==> src/rtl/ahb3lite_pkg.sv <==
// Shared AHB3-Lite encodings, FSM state type and the Wishbone sel decoder
// used by the Wishbone-to-AHB master port.
package ahb3lite_pkg;

  localparam int unsigned ADDR_W = 32;
  localparam int unsigned DATA_W = 32;
  localparam int unsigned SEL_W  = 4;

  localparam logic [1:0] HTRANS_IDLE   = 2'b00;
  localparam logic [1:0] HTRANS_NONSEQ = 2'b10;

  localparam logic [2:0] HSIZE_BYTE = 3'd0;
  localparam logic [2:0] HSIZE_HALF = 3'd1;
  localparam logic [2:0] HSIZE_WORD = 3'd2;

  localparam logic [2:0] HBURST_SINGLE = 3'b000;

  localparam logic HRESP_OKAY  = 1'b0;
  localparam logic HRESP_ERROR = 1'b1;

  typedef enum logic [1:0] {
    ST_IDLE = 2'd0,
    ST_ADDR = 2'd1,
    ST_DATA = 2'd2,
    ST_RESP = 2'd3
  } state_e;

  typedef struct packed {
    logic       valid;
    logic [2:0] size;
    logic [1:0] offset;
  } sel_dec_t;

  // Contiguous naturally-aligned lane groups only; anything else is unsupported.
  function automatic sel_dec_t sel2size(input logic [SEL_W-1:0] sel);
    sel_dec_t d;
    d.valid  = 1'b1;
    d.size   = HSIZE_WORD;
    d.offset = 2'b00;
    case (sel)
      4'b1111: begin d.size = HSIZE_WORD; d.offset = 2'b00; end
      4'b0011: begin d.size = HSIZE_HALF; d.offset = 2'b00; end
      4'b1100: begin d.size = HSIZE_HALF; d.offset = 2'b10; end
      4'b0001: begin d.size = HSIZE_BYTE; d.offset = 2'b00; end
      4'b0010: begin d.size = HSIZE_BYTE; d.offset = 2'b01; end
      4'b0100: begin d.size = HSIZE_BYTE; d.offset = 2'b10; end
      4'b1000: begin d.size = HSIZE_BYTE; d.offset = 2'b11; end
      default: d.valid = 1'b0;
    endcase
    return d;
  endfunction

endpackage

==> src/rtl/wb_ahb3lite_master_port.sv <==
// Replays each Wishbone classic single cycle as one AHB3-Lite SINGLE transfer
// (NONSEQ then IDLE), returning one ack or err pulse per accepted request.
module wb_ahb3lite_master_port
  import ahb3lite_pkg::*;
#(
  parameter logic [3:0] HPROT_VAL   = 4'b0011,
  parameter bit         BAD_SEL_ERR = 1'b1
) (
  input  logic              clk_i,
  input  logic              rst_n_i,
  input  logic [ADDR_W-1:0] wb_adr_i,
  input  logic [DATA_W-1:0] wb_dat_i,
  input  logic [SEL_W-1:0]  wb_sel_i,
  input  logic              wb_we_i,
  input  logic              wb_cyc_i,
  input  logic              wb_stb_i,
  output logic [DATA_W-1:0] wb_dat_o,
  output logic              wb_ack_o,
  output logic              wb_err_o,
  output logic              mHSEL,
  output logic [ADDR_W-1:0] mHADDR,
  output logic              mHWRITE,
  output logic [2:0]        mHSIZE,
  output logic [2:0]        mHBURST,
  output logic [3:0]        mHPROT,
  output logic [1:0]        mHTRANS,
  output logic [DATA_W-1:0] mHWDATA,
  input  logic [DATA_W-1:0] mHRDATA,
  input  logic              mHREADY,
  input  logic              mHRESP
);

  state_e            state_q, state_d;
  logic [ADDR_W-1:0] haddr_q, haddr_d;
  logic [2:0]        hsize_q, hsize_d;
  logic              hwrite_q, hwrite_d;
  logic [1:0]        htrans_q, htrans_d;
  logic              hsel_q, hsel_d;
  logic [DATA_W-1:0] wdat_q, wdat_d;
  logic [DATA_W-1:0] hwdata_q, hwdata_d;
  logic [DATA_W-1:0] rdata_q, rdata_d;
  logic              ack_q, ack_d;
  logic              err_q, err_d;
  logic              abort_q, abort_d;

  sel_dec_t sel_dec_c;
  logic     deliver_c;
  logic     adr_lsb_unused;

  assign sel_dec_c      = sel2size(wb_sel_i);
  assign adr_lsb_unused = ^wb_adr_i[1:0];
  // A master that dropped cyc mid-transfer no longer expects a response.
  assign deliver_c      = wb_cyc_i & ~abort_q;

  // Next-state and registered-output logic.
  always_comb begin
    state_d  = state_q;
    haddr_d  = haddr_q;
    hsize_d  = hsize_q;
    hwrite_d = hwrite_q;
    htrans_d = HTRANS_IDLE;
    hsel_d   = 1'b0;
    wdat_d   = wdat_q;
    hwdata_d = hwdata_q;
    rdata_d  = rdata_q;
    ack_d    = 1'b0;
    err_d    = 1'b0;
    abort_d  = abort_q | ~wb_cyc_i;

    case (state_q)
      ST_IDLE: begin
        abort_d = 1'b0;
        if (wb_cyc_i && wb_stb_i) begin
          if (!sel_dec_c.valid && BAD_SEL_ERR) begin
            err_d   = 1'b1;
            state_d = ST_RESP;
          end else begin
            haddr_d  = {wb_adr_i[ADDR_W-1:2], sel_dec_c.offset};
            hsize_d  = sel_dec_c.size;
            hwrite_d = wb_we_i;
            wdat_d   = wb_dat_i;
            htrans_d = HTRANS_NONSEQ;
            hsel_d   = 1'b1;
            state_d  = ST_ADDR;
          end
        end
      end
      ST_ADDR: begin
        if (mHREADY) begin
          hwdata_d = wdat_q;
          state_d  = ST_DATA;
        end else begin
          htrans_d = HTRANS_NONSEQ;
          hsel_d   = 1'b1;
        end
      end
      ST_DATA: begin
        if (mHREADY) begin
          if (mHRESP == HRESP_ERROR) begin
            err_d = deliver_c;
          end else begin
            ack_d = deliver_c;
            if (!hwrite_q) rdata_d = mHRDATA;
          end
          state_d = ST_RESP;
        end
      end
      ST_RESP: state_d = ST_IDLE;
      default: state_d = ST_IDLE;
    endcase
  end

  always_ff @(posedge clk_i or negedge rst_n_i) begin
    if (!rst_n_i) begin
      state_q  <= ST_IDLE;
      haddr_q  <= '0;
      hsize_q  <= '0;
      hwrite_q <= 1'b0;
      htrans_q <= HTRANS_IDLE;
      hsel_q   <= 1'b0;
      wdat_q   <= '0;
      hwdata_q <= '0;
      rdata_q  <= '0;
      ack_q    <= 1'b0;
      err_q    <= 1'b0;
      abort_q  <= 1'b0;
    end else begin
      state_q  <= state_d;
      haddr_q  <= haddr_d;
      hsize_q  <= hsize_d;
      hwrite_q <= hwrite_d;
      htrans_q <= htrans_d;
      hsel_q   <= hsel_d;
      wdat_q   <= wdat_d;
      hwdata_q <= hwdata_d;
      rdata_q  <= rdata_d;
      ack_q    <= ack_d;
      err_q    <= err_d;
      abort_q  <= abort_d;
    end
  end

  assign wb_dat_o = rdata_q;
  assign wb_ack_o = ack_q;
  assign wb_err_o = err_q;
  assign mHSEL    = hsel_q;
  assign mHADDR   = haddr_q;
  assign mHWRITE  = hwrite_q;
  assign mHSIZE   = hsize_q;
  assign mHBURST  = HBURST_SINGLE;
  assign mHPROT   = HPROT_VAL;
  assign mHTRANS  = htrans_q;
  assign mHWDATA  = hwdata_q;

endmodule
==> config.mk <==
export PLATFORM = sky130hd
export DESIGN_NAME = wb_ahb3lite_master_port
export DESIGN_NICKNAME = d
export VERILOG_FILES = /design/src/rtl/ahb3lite_pkg.sv /design/src/rtl/wb_ahb3lite_master_port.sv
export SDC_FILE = /design/constraint.sdc
export NUM_CORES = 1
export LEC_CHECK = 0
export CORE_MARGIN = 10
export CORE_UTILIZATION = 40
export DETAILED_ROUTE_END_ITERATION = 8
export GPL_TIMING_DRIVEN = 0
export PLACE_DENSITY = 0.77
export SETUP_SLACK_MARGIN = 0.3
export SYNTH_ARGS = -nofsm -noshare
export SYNTH_HDL_FRONTEND = slang
export SYNTH_SLANG_ARGS = --single-unit
==> constraint.sdc <==
create_clock -name clk_i -period 2.1 [get_ports clk_i]
set_clock_uncertainty 0.1 [all_clocks]
set_input_delay 0.63 -clock clk_i [delete_from_list [all_inputs] [get_ports clk_i]]
set_output_delay 0.63 -clock clk_i [all_outputs]
set_load 0.02 [all_outputs]
; ---- After elaboration in Yosys (flattened, before gate mapping)
; Index checks and enable logic that the tools add are counted.
[totals]
reg_bits = 140
input_bits = 107
mem_bits_ro = 0
latch_bits = 0
wordCells = 62
n_memories = 0
out_inout_bits = 112
mem_bits_rw = 0
[op_classes]
multipliers = 0
reduce_logical = 7
n_mux = 24
addsub = 0
eq_ne = 13
n_shift = 0
order_cmp = 0
div = 0
bitwise = 6
[op_table]
columns = operator, n
row1 = 4-bit one-hot mux with 6 select lines, 1
row2 = 2-bit two-way mux, 7
row3 = "4-bit == test, second input constant", 3
row4 = 1-bit two-way mux, 12
row5 = "4-bit by 2-bit == test with 1-bit output, second input constant", 2
row6 = 2-bit one-hot mux with 4 select lines, 1
row7 = 7-bit OR reduction, 1
row8 = "2-bit inequality test, second input constant", 3
row9 = 3-bit AND reduction, 2
row10 = "2-bit == test, second input constant", 2
row11 = "4-bit by 1-bit == test with 1-bit output, second input constant", 1
row12 = "4-bit by 3-bit == test with 1-bit output, second input constant", 1
row13 = 1-bit inverter, 4
row14 = 1-bit one-hot mux with 2 select lines, 2
row15 = 2-bit one-hot mux with 2 select lines, 1
row16 = 4-bit AND reduction, 1
row17 = "2-bit by 1-bit == test with 1-bit output, second input constant", 1
row18 = 2-bit zero test, 1
row19 = 2-bit AND reduction, 1
row20 = 1-bit AND, 1
row21 = 1-bit logical AND, 1
row22 = 1-bit OR, 1

; ---- Logic depth before layout (Yosys ltp)
; Gate-level depths: netlist of the first run.
[depth]
word_depth = 6
depth_mapped = 7
depth_no_buf = 6

; ---- Worst setup path before layout of the first run
; Ideal clock, no wire load.
[synth_timing]
path_type = input to register
start = input port wb_sel_i[3]
end = register haddr_q[13], in the netlist mHADDR[13]
arrival_time_ns = 1.888
setup_ns = 0.125
setup_slack_ns = -0.014
path_stages = 6
cell_sequence = buf_4 -> and3_2 -> o21ai_2 -> a21oi_4 -> buf_6 -> mux2_4
[synth_via]
elab_chain_cells = 4
word_cells_on_any_way = 10
cone_classes = eq/ne (7) / mux (1) / reduce/logical (2)
[synth_lines]
columns = element, line
row1 = from (decl), wb_ahb3lite_master_port.sv:13  ; input logic [SEL_W-1:0] wb_sel_i,
row2 = 4-bit == test (tied with other cells), ahb3lite_pkg.sv:40  ; case (sel)
row3 = 7-bit OR reduction (no line) (*), n/a
row4 = 1-bit two-way mux (*), ahb3lite_pkg.sv:40
row5 = 3-bit AND reduction (no line) (*), n/a
row6 = to (signal assigned), wb_ahb3lite_master_port.sv:129  ; haddr_q <= haddr_d;
row7 = to (decl), wb_ahb3lite_master_port.sv:34  ; logic [ADDR_W-1:0] haddr_q, haddr_d;
; Mark *: on every way between the ends. The rest lies on a longest branch, timed or not.
; A chain may end at the register's enable or synchronous reset.

; ---- Worst setup path in the final report of the first run
[layout_timing]
start = register state_q[1]
end = register haddr_q[13], in the netlist mHADDR[13]
[layout_via]
elab_chain_cells = 2
[layout_lines]
columns = element, line
row1 = from (decl), wb_ahb3lite_master_port.sv:33  ; state_e state_q, state_d;
row2 = from (signal assigned), wb_ahb3lite_master_port.sv:128  ; state_q <= state_d;
row3 = 2-bit zero test, wb_ahb3lite_master_port.sv:70  ; case (state_q)
row4 = 3-bit AND reduction (no line), n/a
; Every way passes these cells.

==> results of run 1 <==
cells in the final DEF, fill, tap and decap left out, types with 4 or more instances in the layout:
cell               n
o21ai_0            8
dfrtp_1          136
conb_1             9
clkbuf_16         22
mux2_2            67
inv_6              5
bufinv_16          5
buf_4             23
clkdlybuf4s50_1   95
buf_16             5
nand2_1            8
nor2_1             4
buf_2            100
buf_12            13
mux2_4            61
clkdlybuf4s15_2    4
buf_6             11
sequential cells by signal, summed over array words and instances, names as in the netlist:
| signal | flops |
|---|---|
| mHWRITE | 1 |
| mHTRANS | 1 |
| mHADDR | 32 |
| wb_err_o | 1 |
| abort_q | 1 |
| state_q | 2 |
| mHWDATA | 32 |
| wb_ack_o | 1 |
| wb_dat_o | 32 |
| mHSIZE | 2 |
| wdat_q | 32 |
final timing paths:
| path | slack (ps) | to | from | depth (start not counted) |
|---|---|---|---|---|
| worst max-delay path | 210 | mHADDR[13] | state_q[1] | 9 |
| worst min-delay path | 130 | wb_dat_o[13] | rst_n_i | 1 |
| worst max register to register | 210 | mHADDR[13] | state_q[1] | 9 |
| worst min register to register | 400 | wb_dat_o[22] | wb_dat_o[22] | 1 |
| max in group asynchronous | 1010 | wdat_q[29] | rst_n_i | 2 |
| min in group clk_i | 400 | wb_dat_o[22] | wb_dat_o[22] | 1 |
routing by layer:
layer | wire, um | part of all wire (%)
met1 | 6358 | 41
met2 | 7585 | 48
met3 | 1482 | 9.4
met4 | 261 | 1.7
met5 | 0 | 0
worst register-to-register path, delay by kind of cell, from the launching register on:
kind	cells	cell delay, ps
mux	1	290
fa+ha+maj	1	160
simple gates	1	80
compound gates	1	140
buf+inv	5	600
flops	1	410
area by class of cell:
type                            count  area share [%]
Buffer                             26           3.766
Inverter                            4          0.1680
Clock buffer                       19           5.068
Multi-Input combinational cell    196           24.43
Sequential cell                   137           38.37
Clock inverter                     13           2.380
Timing Repair Buffer              239           23.30
Tap cell                          180           2.520
metrics by stage:
stage                     power, uW  worst slack [ps]  area (um^2)  hold slack (ps)  instances
final                         12930             213.6         8937            127.4        814
after global routing          13630             168.4         8937            173.9        814
after CTS                     12960             207.3         8761            137.2        804
after detailed placement      10020            -725.0         8044            390.2        749
after global placement         9847             -4910         8015            375.4        748
after floorplan                7393             48.39         5738            234.4        363
cells by family after synthesis:
group                    count (synthesis)  share of synthesized area, %
other                                    2                        0.1327
AO/OA/AOI/OAI                           26                         3.184
multiplexers                           129                         28.89
adder cells (fa/ha/maj)                  3                        0.6632
flip-flops                             137                         60.57
XOR/XNOR                                 1                        0.1548
buffers and inverters                   30                         3.780
AND/OR/NAND/NOR                         28                         2.631
power by group:
part | switching [uW] | leakage, uW | internal (uW)
registers | 655 | 0.00168 | 3870
clock network | 1160 | 0.000329 | 2190
logic | 2470 | 0.00219 | 2580
cell usage after synthesis (all sizes together) (3+ instances only):
master	count	area share (%)
dfrtp	137	61
nand2	10	0.66
a21oi	5	0.64
buf	24	3.3
inv	4	0.27
mux2	128	29
ha	3	0.66
o22ai	3	0.33
nor2	6	0.69
o21ai	9	0.86
repair_timing:
action | in CTS | in global routing
pin swaps | 5 | 2
resized for setup | 467 | 31
gates cloned | 4 | 5
endpoints found under the hold margin | 0 | 0
buffers inserted | 19 | 5
endpoints found under the setup margin | 232 | 139
==> out/qor.yml, run 1 <==
ant_nets: 0
critical-path-max-stage-delay_ps: 410
arrival_ps: 2090
nFillCells: 1036
clock_sinks: 137
first_global_vias: 4419
grt_use_met2_pct: 26.23
grt_setup_unrepaired: "true"
insertion_delay_ps: 420
die_w_um: 139.0
wl_per_cell_um: 19.27
hold_class: "in2async"
p_leak_uw: 0.004203
hpwl_mm: 10.80
final_nets: 731
dieArea_mm2: 0.01931
vdd.ir_drop.worst_uv: 789.5
portBuffers: 205
path_cells: "inv_2 > ha_4 > nand3_4 > a21oi_4 > buf_6 > buf_12 > buf_12 > clkbuf_16 > mux2_4"
vias_per_cell: 4.800
worst-setup-path-type: "reg2reg"
syn_to_final_growth_pct: 57.89
final_util_pct: 64.39
fin_crit_ps: 1886
multi_input_area_mm2: 0.002183
synth_warnings: 0
drive_gt1_share_pct: 54.26
fmax_mhz: 530.1
wirelength_mm: 15.69
ys_async_sr_fraction_pct: 100.0
dr.pass1.iters: 4
floorplan.initialDensity_pct: 40.78
timing.critical_path.mode_cell: "buf_12"
slew_headroom_pct: 56.09
syn-instance-count: 356
maxCapViolCount: 0
cts.htree.levels: 4
cp_num_buf_inv: 5
finalSetupTns_ps: 0
cp_max_fo: 5
setup_viol: 0
num_vias: 3907
dr.first_iter.drc_count: 127
drc: 0
cts_tree: "built"
gp_congestion: 0.8000
synth_cell_types: 40
tightest_slew_ps: 658.7
cp-start-kind: "register"
core_mm2: 0.01388
fp.dieH_um: 139.0
cp_data_required_time_ps: 2310
grt_pass1_wl_mm: 25.41
track_usage_pct: 16.36
finalMaxSlewViolations: 0
grt_antenna_before_repair: 0
powerDensity_mw_per_mm2: 1447
grt_use_met3_pct: 8.014
cts_root_buf: "clkbuf_16"
std_cell_rows: 43
cts_buffer_depth: 2
yosysSeqAreaShare_pct: 60.57
cp-end-kind: "register"
numCtsBuffers: 17
slowest_stage: "dfrtp_1"
syn-mean-instance-area_um2: 15.90
regArea_mm2: 0.003430
grtUsageMet1_pct: 18.61
synth_ff_type: "dfrtp_1"
grt_max_degree: 72
grt_busiest_layer: "met2"
synth_seq_cells: 137
pin_count: 219
diodes: 0
synth_area_mm2: 0.005660
path_clk_slew_ps: 60
hold_violations: 0
grt-ovfl-total: 0
cp_top_family: "buffers and inverters"
outcome: "completed"
cts-hold-fix-buffers: 0
fin_crit_sh_pct: 89.83
synth_edf_count: 0
Power figures use the tool's default switching activity.
==> inputs of run 2 (changes only) <==
CAP_MARGIN = 20   (was default)
TNS_END_PERCENT = 1   (was default)
==> run 2 against run 1 <==
  * Critical path depth unchanged
  * Register-to-register slack better by 40 ps
  * Sequential power is essentially flat
  * Design area is 1.0% higher
  * Total power decreased by 2.6%
  * Core utilization grew 0.68 points
  * Final cell count decreased by 1.6%
  * Combinational power is essentially flat
  * Critical path type is now in2reg
  * Largest cell class unchanged
  * Highest routed layer unchanged
==> out/qor.yml, run 2 (same netlist as run 1, synthesis figures left out) <==
final_cells: 801
final_cell_mix: "137 x dfrtp_1, 96 x clkdlybuf4s50_1, 73 x mux2_2"
tightest_slew_ps: 570.2
cts_root_buf: "clkbuf_16"
cp_top_family: "buffers and inverters"
grt_setup_unrepaired: "true"
cp-start-kind: "input pin"
path_clk_slew_ps: 50
slowest_stage: "mux2_4"
finalMaxSlewViolations: 0
hold-worst-slack_ps: 98.01
dr.pass1.iters: 4
dr.first_iter.drc_count: 183
worst-setup-path-type: "in2reg"
final_cell_area_mm2: 0.009031
cp_num_buf_inv: 5
ant_nets: 0
final_nets: 718
wl_per_cell_um: 18.43
maxCapViolCount: 0
cp_max_fo: 9
diodes: 0
fp.dieH_um: 139.0
num_vias: 3771
rrSetupSlack_ps: 250
placed_area_mm2: 0.008033
slew_headroom_pct: 61.99
path_depth: 9
cp_data_required_time_ps: 2280
arrival_ps: 2050
cts_tree: "built"
wirelength_mm: 14.76
hpwl_mm: 10.72
grt-ovfl-total: 0
drive_gt1_share_pct: 37.36
pin_count: 219
critPathLaunch: "wb_sel_i[2]"
r2r_start: "state_q[1]"
final_util_pct: 65.06
r2r_end: "mHADDR[11]"
std_cell_rows: 43
fmax_mhz: 535.8
hold_class: "in2async"
setup_viol: 0
die_w_um: 139.0
r2r_cells: 9
fin_crit_sh_pct: 88.88
cts.htree.levels: 4
insertion_delay_ps: 410
path_cells: "buf_8 > nor2_8 > mux2i_4 > a21oi_4 > buf_12 > buf_6 > buf_12 > buf_16 > mux2_4"
vias_per_cell: 4.708
p_leak_uw: 0.004077
cp-end-kind: "register"
timing.critical_path.mode_cell: "buf_12"
floorplan.initialDensity_pct: 40.78
cts_buffer_depth: 2
hold_violations: 0
grt_pass1_wl_mm: 23.69
post-place-cells: 749
gp_congestion: 0.8260
outcome: "completed"
portBuffers: 205
total_power_uw: 12590
first_global_vias: 4190
final_common_cell: "dfrtp_1"
clock_sinks: 137
numCtsBuffers: 17
grt_antenna_before_repair: 0
grt_max_degree: 76
fin_crit_ps: 1866
vdd.ir_drop.worst_uv: 808.0
dieArea_mm2: 0.01931
drc: 0
critical-path-max-stage-delay_ps: 290
syn_to_final_growth_pct: 59.55
core_mm2: 0.01388
track_usage_pct: 15.29
powerDensity_mw_per_mm2: 1394
endpoint: "mHADDR[11]"
==> run 2: what timing repair did <==
action,4_1_cts,5_1_grt
pin swaps,6,0
cloned,4,0
setup endpoints to repair,231,230
hold buffers,0,0
setup buffers,16,0
resized for setup,242,2
hold endpoints to repair,0,0
==> run 2: area by class of cell <==
class | instances | area (um^2)
clock inverters | 8 | 117.6
fillers | 1018 | 4850
clock buffers | 24 | 481.7
multi-input cells | 196 | 2132
plain buffers | 26 | 297.8
inverters | 4 | 15.01
repair buffers | 226 | 2333
flip-flops and latches | 137 | 3428
well taps | 180 | 225.2
==> run 2: worst min path at each step <==
stage | slack, ps | depth (start not counted) | start | endpoint
after global routing | 140 | 1 | rst_n_i | wb_err_o
after floorplan | 230 | 0 | rst_n_i | abort_q
after global placement | 380 | 2 | abort_q | abort_q
after CTS | 110 | 1 | rst_n_i | wb_err_o
after detailed placement | 380 | 2 | abort_q | abort_q
final | 100 | 1 | rst_n_i | wb_err_o
==> run 2: power breakdown <==
part           switching (uW)  internal, uW
logic                    2380          2710
clock network            1030          1950
registers                 645          3870
total                    4060          8530
==> run 2: per-layer routing <==
layer  track usage (%)  share of wire [%]  vias to the layer above
met5                 0                  0                        -
met4             4.228                1.1                        0
met3             7.637                9.8                       13
met2             24.63                 49                      152
met1             17.61                 40                     1855
li1                  -                  -                     1751
==> run 2: worst register-to-register path: stages, from the launching register on <==
cell	delay (ps)
dfrtp_1	400
inv_2	100
ha_4	160
nand3_4	80
a21oi_4	140
buf_12	140
buf_6	100
buf_12	90
buf_16	120
mux2_4	290
==> run 2: stage by stage <==
stage | TNS [ps] | setup slack [ps]
after detailed placement | -75650 | -702.1
after global routing | 0 | 179.9
after CTS | 0 | 246.5
after global placement | -746670 | -4931
after floorplan | 0 | 48.39
final | 0 | 233.6
